===== config.mk =====
export PLATFORM = sky130hd
export DESIGN_NAME = mac_unit_flat
export DESIGN_NICKNAME = d
export VERILOG_FILES = /design/src/rtl/mac_unit_pkg.sv /design/src/rtl/mac_unit_if.sv /design/src/rtl/mac_mult.sv /design/src/rtl/mac_unit.sv /design/src/flat_wrapper.sv
export SDC_FILE = /design/constraint.sdc
export NUM_CORES = 1
export LEC_CHECK = 0
export BUFFER_PORTS_ARGS = -buffer_cell sky130_fd_sc_hd__buf_2
export CORE_MARGIN = 4
export CORE_UTILIZATION = 55
export DETAILED_ROUTE_END_ITERATION = 12
export PLACE_DENSITY = 0.83
export SYNTH_ARGS = -nofsm -noshare
export SYNTH_HDL_FRONTEND = slang
export SYNTH_SLANG_ARGS = --single-unit

===== constraint.sdc =====
create_clock -name clk -period 6.3 [get_ports clk]
set_input_delay 1.26 -clock clk [delete_from_list [all_inputs] [get_ports clk]]
set_output_delay 1.26 -clock clk [all_outputs]
set_load 0.05 [all_outputs]

===== src/rtl/mac_unit_pkg.sv =====
// Shared constants and width helpers for the multiply-accumulate datapath.
package mac_unit_pkg;

    localparam int DATA_WIDTH_DEF = 4;
    localparam int OUT_WIDTH_DEF  = 2 * DATA_WIDTH_DEF;

    // Full-precision width of a*b + c: a 2N-bit product plus one carry bit.
    function automatic int sum_width(input int data_width);
        return 2 * data_width + 1;
    endfunction

endpackage


===== src/rtl/mac_unit_if.sv =====
// Operand/result bundle between the debug core and the MAC datapath.
interface mac_unit_if
    import mac_unit_pkg::*;
#(
    parameter int DATA_WIDTH = DATA_WIDTH_DEF,
    parameter int OUT_WIDTH  = OUT_WIDTH_DEF
);
    logic [DATA_WIDTH-1:0] a;
    logic [DATA_WIDTH-1:0] b;
    logic [DATA_WIDTH-1:0] c;
    logic [OUT_WIDTH-1:0]  out;

    // Operand source (debug core / testbench).
    modport master (output a, output b, output c, input out);
    // Datapath side.
    modport slave  (input a, input b, input c, output out);
endinterface


===== src/rtl/mac_mult.sv =====
// Unsigned DATA_WIDTH x DATA_WIDTH multiplier, kept separate so it can map to a DSP slice.
module mac_mult #(
    parameter int DATA_WIDTH = 4
) (
    input  logic [DATA_WIDTH-1:0]   a_i,
    input  logic [DATA_WIDTH-1:0]   b_i,
    output logic [2*DATA_WIDTH-1:0] p_o
);
    // Operands widened first so the product is formed at full precision.
    assign p_o = (2*DATA_WIDTH)'(a_i) * (2*DATA_WIDTH)'(b_i);
endmodule


===== src/rtl/mac_unit.sv =====
// Registered unsigned multiply-accumulate: out <= a*b + c, one result per clock.
module mac_unit
    import mac_unit_pkg::*;
#(
    parameter int DATA_WIDTH = DATA_WIDTH_DEF,
    parameter int OUT_WIDTH  = OUT_WIDTH_DEF
) (
    input  logic       clk,
    input  logic       reset,
    mac_unit_if.slave  bus
);
    localparam int SUM_W = sum_width(DATA_WIDTH);

    logic [2*DATA_WIDTH-1:0] prod;
    logic [SUM_W-1:0]        sum;
    logic [OUT_WIDTH-1:0]    out_d;
    logic [OUT_WIDTH-1:0]    out_q;

    mac_mult #(.DATA_WIDTH(DATA_WIDTH)) u_mult (
        .a_i (bus.a),
        .b_i (bus.b),
        .p_o (prod)
    );

    // Full-precision sum; the size cast zero-extends for wide outputs and
    // keeps only the low OUT_WIDTH bits (modulo wrap) for narrow ones.
    always_comb begin
        sum   = SUM_W'(prod) + SUM_W'(bus.c);
        out_d = OUT_WIDTH'(sum);
    end

    // Result register with synchronous clear; c is the only addend, no feedback.
    always_ff @(posedge clk) begin
        if (reset) out_q <= '0;
        else       out_q <= out_d;
    end

    assign bus.out = out_q;
endmodule


===== src/flat_wrapper.sv =====
// flat-port wrapper written by rule: the top's interface ports become plain ports
module mac_unit_flat import mac_unit_pkg::*;
#(
    parameter int DATA_WIDTH = DATA_WIDTH_DEF,
    parameter int OUT_WIDTH  = OUT_WIDTH_DEF
)
  (clk, reset, bus_a, bus_b, bus_c, bus_out);
  mac_unit_if #(.DATA_WIDTH(DATA_WIDTH), .OUT_WIDTH(OUT_WIDTH)) bus_i ();
  input  logic clk;
  input  logic reset;
  input wire logic [$bits(bus_i.a)-1:0] bus_a;
  input wire logic [$bits(bus_i.b)-1:0] bus_b;
  input wire logic [$bits(bus_i.c)-1:0] bus_c;
  output wire logic [$bits(bus_i.out)-1:0] bus_out;
  assign bus_i.a = bus_a;
  assign bus_i.b = bus_b;
  assign bus_i.c = bus_c;
  assign bus_out = bus_i.out;
  mac_unit #(.DATA_WIDTH(DATA_WIDTH), .OUT_WIDTH(OUT_WIDTH)) u_core (.clk(clk), .reset(reset), .bus(bus_i));
endmodule

Yosys cells after proc, flatten, opt, wreduce, memory -nomap -nowiden
Index checks and enable logic that the tools add are counted.
{"block": "op_classes", "multipliers": 1, "add_sub_neg": 1}
{"cell": "$add 8x4->8", "n": 1}
{"cell": "$mul 4x4->8", "n": 1}
{"block": "word_totals", "elab_cells": 3, "regBits": 8, "output_inout_bits": 8, "input_bits": 14}

Logic depth before layout (Yosys ltp)
Gate-level depths: netlist (run 1).
{"block": "depth", "word_depth": 2, "depth_mapped": 10, "depth_no_buf": 10}

Hierarchy
A second synthesis (run 1) with hierarchy kept.
{"block": "unflattened", "hier_cells": 98, "area_unflattened_um2": 875.8}
{"mod": "mac_mult", "area_per_inst_um2": 446.7, "seq_area_each_um2": 0.0, "cells_each": 51, "instances": 1}
{"mod": "mac_unit", "area_per_inst_um2": 429.2, "seq_area_each_um2": 160.2, "cells_each": 47, "instances": 1}

Worst setup path before layout (run 1)
OpenSTA, ideal clock, no wires.
{"block": "synth_timing", "path_kind": "input -> register", "from": "in bus_b[3]", "to": "reg u_core.out_q[7], in the netlist u_core.bus.out[7]", "n_path_buf": 0, "t_arrival_ps": 3880, "path_stages": 9, "setup_time_ps": 64, "slack_ps": 2356, "t_required_ps": 6236, "cell_sequence": "nand2_1 -> fa_1 -> fa_1 -> fa_1 -> inv_1 -> ha_1 -> a211oi_1 -> or4_1 -> nand4_1"}
{"block": "synth_via", "elab_chain_cells": 2}
{"item": "start: declaration", "line": "flat_wrapper.sv:12", "rtl": "input wire logic [$bits(bus_i.b)-1:0] bus_b;"}
{"item": "$mul 4x4->8", "line": "mac_mult.sv:10", "rtl": "assign p_o = (2*DATA_WIDTH)'(a_i) * (2*DATA_WIDTH)'(b_i);"}
{"item": "$add 8x4->8", "line": "mac_unit.sv:28", "rtl": "sum = SUM_W'(prod) + SUM_W'(bus.c);"}
{"item": "end signal: assignment", "line": "mac_unit.sv:35", "rtl": "else out_q <= out_d;"}
{"item": "end: declaration", "line": "mac_unit.sv:17", "rtl": "logic [OUT_WIDTH-1:0] out_q;"}
Every way passes these cells.
A chain may end at the register's enable or synchronous reset.

Final worst setup path (run 1)
Same ends and word-level chain as after synthesis.

==> impl_metrics.env, run 1 <==
export IMPL_hp_class="in -> reg"
export IMPL_num_rows=13
export IMPL_synthSimpleGateAreaFrac_pct=25.77
export IMPL_max_freq_mhz=254.3
export IMPL_grt_pass1_wl_um=2704
export IMPL_core_mm2=0.001383
export IMPL_synth_seq_area_share_pct=18.85
export IMPL_synth_mux_area_share_pct=0
export IMPL_cts_setup_buffers=0
export IMPL_cp_data_arrival_time_ns=4.12
export IMPL_first_iter_violations=19
export IMPL_total_leakage_power_nw=0.5168
export IMPL_largest_reg_flops=8
export IMPL_cts_root_buf="clkbuf_4"
export IMPL_layout_drive_gt1_share_pct=21.74
export IMPL_synth_ff_type="dfxtp_1"
export IMPL_critPathCaptureType="flip-flop"
export IMPL_numCtsBuffers=3
export IMPL_syn_nets=129
export IMPL_initial_core_util_pct=61.45
export IMPL_synth_cell_types=25
export IMPL_setup_viol=0
export IMPL_critical_path_max_fanout=5
export IMPL_status="complete, no violations"
export IMPL_cts_buffer_depth=2
export IMPL_drv_cap=0
export IMPL_diodes=0
export IMPL_crit_path_start="bus_b[3]"
export IMPL_cts_sinks=8
export IMPL_reg_top3="u_core.bus.out (8)"
export IMPL_synth_edf_count=0
export IMPL_synth_area_um2=849.6
export IMPL_fin_tns_setup_ns=0
export IMPL_synthAdderAreaFrac_pct=40.06
export IMPL_critical_path_slowest_cell="or4_1"
export IMPL_synthTopCellsByArea="ha_1, dfxtp_1, fa_1, and2_1, inv_1"
export IMPL_worst_pin_slew_ns=0.3321
export IMPL_synth_avg_cell_area_um2=9.234
export IMPL_synth_cells=92
export IMPL_drc=0
export IMPL_period_minus_slack_ns=3.933
export IMPL_place_area_um2=968.4
export IMPL_synth_top_area_share_pct=23.56
export IMPL_io_pins=22
export IMPL_startpoint_type="input pin"
export IMPL_die_w_um=47.30
export IMPL_grt_start_max_net_pins=16
export IMPL_power_mw=0.2355
export IMPL_slew_violations=0
export IMPL_synth_top_cell_by_area="ha_1"
export IMPL_worstSetupPathType="in -> reg"
export IMPL_stdcell_area_um2=991.0
export IMPL_gp_congestion=0.7586
export IMPL_synth_compound_area_share_pct=8.837
export IMPL_crit_buf_inv=2
export IMPL_cp_cell_sequence="buf_2, nand2_1, fa_1, fa_1, fa_1, inv_1, ha_1, a211oi_1, or4_1, nand4_1"
export IMPL_crit_family="adder cells"
export IMPL_maxSlewHeadroom_pct=77.65
export IMPL_grt_pass1_vias=705
export IMPL_ff_latch_area_um2=160.2
export IMPL_crit_required_ns=6.49
export IMPL_multi_input_area_um2=643.1
export IMPL_yosys_warnings=0
export IMPL_cts_tree="yes"
export IMPL_rsz0062_at_grt="no"
export IMPL_synth_async_reset_ratio_pct=0
export IMPL_synth_top_family_by_area="adder cells"
export IMPL_die_h_um=47.30
export IMPL_period_share_pct=62.43
export IMPL_min_from="reset"
export IMPL_cp_common_cell="fa_1"
export IMPL_ir_worst_vdd_uv=123.2
export IMPL_grt_remaining_overflow=0
export IMPL_area_growth_pct=16.64
export IMPL_regMostFlops="u_core.bus.out"
export IMPL_detail_route_antenna_nets=0
export IMPL_synth_xor_area_share_pct=1.031
export IMPL_whs_ns=1.348
export IMPL_die_area_mm2=0.002237
export IMPL_max_stage_delay_ns=0.52
export IMPL_synth_seq_cells=8
export IMPL_viasPerCell=5.838
export IMPL_routed_wl_um=1667
export IMPL_drt_pass1_iterations=4
export IMPL_clkTransAtPathRegs_ns=0.05
export IMPL_p_per_area_mw_per_mm2=237.7
export IMPL_cts_hold_buf=0
export IMPL_track_usage_pct=17.46
export IMPL_wl_per_cell_um=12.82
export IMPL_finalNetCount=154
export IMPL_synthTopCellsByCount="ha_1, and2_1, inv_1, dfxtp_1, fa_1"
export IMPL_fillCellCount=110
export IMPL_portBuffers=21
export IMPL_cts_htree_levels=1
export IMPL_vias=759
export IMPL_antenna_found_initial=0
export IMPL_post_cts_resized=0
export IMPL_yosys_cell_count_top_type="ha_1"
export IMPL_hpwl_um=1456
export IMPL_hold_viol=0
==> per-stage QoR <==
step | std cells | setup slack [ns] | util, %
final | 130 | 2.367 | 71.67
after global routing | 130 | 2.251 | 71.67
after CTS | 130 | 2.373 | 71.67
after detailed placement | 127 | 2.115 | 70.05
after global placement | 127 | 2.207 | 70.05
after floorplan | 92 | 2.356 | -
==> logic make-up (layout without fill, tap and decap cells) <==
family,count (synthesis),count (layout)
AOI/OAI and AO/OA,11,11
xor gates and xnor gates,1,1
adders and majority gates,23,23
buffers and inverters,12,35
DFF,8,8
and+or+nand+nor,37,37
==> area by class of cell <==
cell class | count | area share [%]
Multi-Input combinational cell | 72 | 64.90
Sequential cell | 8 | 16.16
Timing Repair Buffer | 21 | 10.61
Inverter | 11 | 4.167
Clock buffer | 3 | 2.273
Tap cell | 15 | 1.894
==> cell usage in the layout (no fill, tap or decap), types with 4 or more instances in the layout <==
cell	count
inv_1	11
buf_2	21
dfxtp_1	8
ha_1	16
and2_1	11
a211oi_1	4
fa_1	7
nand2_1	6
==> layer usage <==
| layer | up-vias | global-route usage, % | part of all wire (%) | routed length, µm |
|---|---|---|---|---|
| met5 | - | 0 | 0 | 0 |
| met4 | 0 | 9.945 | 2.8 | 47 |
| met3 | 6 | 2.299 | 6.8 | 114 |
| met2 | 43 | 31.82 | 52 | 866 |
| met1 | 342 | 18.94 | 38 | 639 |
| li1 | 368 | - | - | - |
==> power breakdown <==
part	internal (mW)	switching (mW)	total, mW
registers	0.0612	0.00196	0.0632
logic	0.0468	0.0883	0.135
clock network	0.0217	0.0156	0.0373
total	0.130	0.106	0.236
==> final timing paths <==
| check | to | slack, ns | cells after the start |
|---|---|---|---|
| hold / removal | u_core.bus.out[3] | 1.35 | 2 |
| setup / recovery | u_core.bus.out[7] | 2.37 | 10 |
Note: power is estimated with default switching activity, not from simulation.
==> run 2, diff against run 1 <==
--- a/config.mk
+++ b/config.mk
@@ -7,9 +7,9 @@
 export LEC_CHECK = 0
 export BUFFER_PORTS_ARGS = -buffer_cell sky130_fd_sc_hd__buf_2
 export CORE_MARGIN = 4
-export CORE_UTILIZATION = 55
+export CORE_UTILIZATION = 51
 export DETAILED_ROUTE_END_ITERATION = 12
-export PLACE_DENSITY = 0.83
+export PLACE_DENSITY = 0.77
 export SYNTH_ARGS = -nofsm -noshare
 export SYNTH_HDL_FRONTEND = slang
 export SYNTH_SLANG_ARGS = --single-unit
==> constraint.sdc (replaced) <==
create_clock -name clk -period 3.7 [get_ports clk]
set_input_delay 0.74 -clock clk [delete_from_list [all_inputs] [get_ports clk]]
set_output_delay 0.74 -clock clk [all_outputs]
set_load 0.05 [all_outputs]
==> impl_metrics.env, run 2 (synthesized netlist as in run 1, its figures left out) <==
export IMPL_cts_sinks=8
export IMPL_cp_data_arrival_time_ns=3.57
export IMPL_reg_top3="u_core.bus.out (8)"
export IMPL_fillCellCount=140
export IMPL_crit_required_ns=3.89
export IMPL_crit_buf_inv=2
export IMPL_cp_cell_sequence="buf_2, nand2_1, fa_1, fa_1, fa_1, inv_1, ha_1, a211oi_1, or4_1, nand4_1"
export IMPL_p_per_area_mw_per_mm2=401.0
export IMPL_io_pins=22
export IMPL_post_cts_resized=0
export IMPL_first_iter_violations=7
export IMPL_cts_htree_levels=1
export IMPL_worstSetupPathType="in -> reg"
export IMPL_dp_cells=128
export IMPL_mostFrequentLayoutCells="buf_2, ha_1, and2_1, inv_1, dfxtp_1"
export IMPL_hold_viol=0
export IMPL_drt_pass1_iterations=4
export IMPL_vias=724
export IMPL_gp_congestion=0.7285
export IMPL_portBuffers=21
export IMPL_largest_reg_flops=8
export IMPL_cts_buffer_depth=2
export IMPL_mostFrequentLayoutCell="buf_2"
export IMPL_drc=0
export IMPL_maxSlewHeadroom_pct=77.63
export IMPL_antenna_found_initial=0
export IMPL_utilization_pct=64.37
export IMPL_num_rows=14
export IMPL_core_mm2=0.001541
export IMPL_setup_viol=0
export IMPL_crit_family="adder cells"
export IMPL_ir_worst_vdd_uv=174.6
export IMPL_die_h_um=48.82
export IMPL_startpoint_type="input pin"
export IMPL_routed_wl_um=1497
export IMPL_hp_class="in -> reg"
export IMPL_layout_drive_gt1_share_pct=21.74
export IMPL_grt_pass1_vias=659
export IMPL_grt_start_max_net_pins=16
export IMPL_wl_per_cell_um=11.43
export IMPL_area_growth_pct=16.79
export IMPL_regMostFlops="u_core.bus.out"
export IMPL_cts_tree="yes"
export IMPL_diodes=0
export IMPL_detail_route_antenna_nets=0
export IMPL_die_w_um=48.82
export IMPL_drv_cap=0
export IMPL_cts_setup_buffers=0
export IMPL_hpwl_um=1317
export IMPL_critical_path_slowest_cell="fa_1"
export IMPL_max_freq_mhz=295.9
export IMPL_cts_hold_buf=0
export IMPL_max_stage_delay_ns=0.51
export IMPL_status="complete, no violations"
export IMPL_cts_root_buf="clkbuf_4"
export IMPL_viasPerCell=5.527
export IMPL_finalNetCount=154
export IMPL_total_leakage_power_nw=0.5168
export IMPL_grt_pass1_wl_um=2580
export IMPL_rsz0062_at_grt="no"
export IMPL_cp_common_cell="fa_1"
export IMPL_critPathCaptureType="flip-flop"
export IMPL_fin_tns_setup_ns=0
export IMPL_fin_cells=131
export IMPL_period_minus_slack_ns=3.379
export IMPL_numCtsBuffers=3
export IMPL_track_usage_pct=13.54
export IMPL_die_area_mm2=0.002383
export IMPL_initial_core_util_pct=55.11
export IMPL_worst_pin_slew_ns=0.3335
export IMPL_period_share_pct=91.33
export IMPL_grt_remaining_overflow=0
export IMPL_critical_path_max_fanout=5
export IMPL_clkTransAtPathRegs_ns=0.05
export IMPL_slew_violations=0
run 2: worst paths after layout:
check	from	to	slack [ns]	depth (start not counted)
worst min-delay path	reset	u_core.bus.out[3]	0.82	2
worst max-delay path	bus_b[3]	u_core.bus.out[7]	0.32	10
run 2: per-stage QoR:
stage / power [mW] / area, µm² / hold slack [ns] / worst slack (ns)
6_report: 0.3979 / 992.2 / 0.8217 / 0.3208
3_3_place_gp: 0.3311 / 969.7 / 1.072 / 0.1225
4_1_cts: 0.4013 / 992.2 / 0.8152 / 0.3168
5_1_grt: 0.4367 / 992.2 / 0.8396 / 0.1696
3_5_place_dp: 0.3356 / 969.7 / 1.076 / 0.05540
2_1_floorplan: 0.2875 / 849.6 / 0.9438 / 0.2762
run 2: report_power, final:
part           switching (mW)  total (mW)  internal [mW]  leakage, nW
Clock                  0.0276      0.0646         0.0370       0.0138
Sequential            0.00285       0.107          0.104       0.0665
Combinational           0.147       0.226         0.0792        0.437
Total                   0.178       0.398          0.220        0.517
run 2: cell type report:
type	instances	area (µm²)	area share, %
clock buffers	3	22.52	2.270
inverters	11	41.29	4.161
multi-input cells	72	643.1	64.82
flip-flops and latches	8	160.2	16.14
well taps	16	20.02	2.018
repair buffers	21	105.1	10.59
run 2: metal layers:
layer  vias up  part of all wire [%]  track usage, %
li1        367                     -               -
met1       338                    42           15.69
met2        17                    53           23.48
met3         2                   4.4           1.529
met4         0                   1.3           8.072
met5         -                     0               0
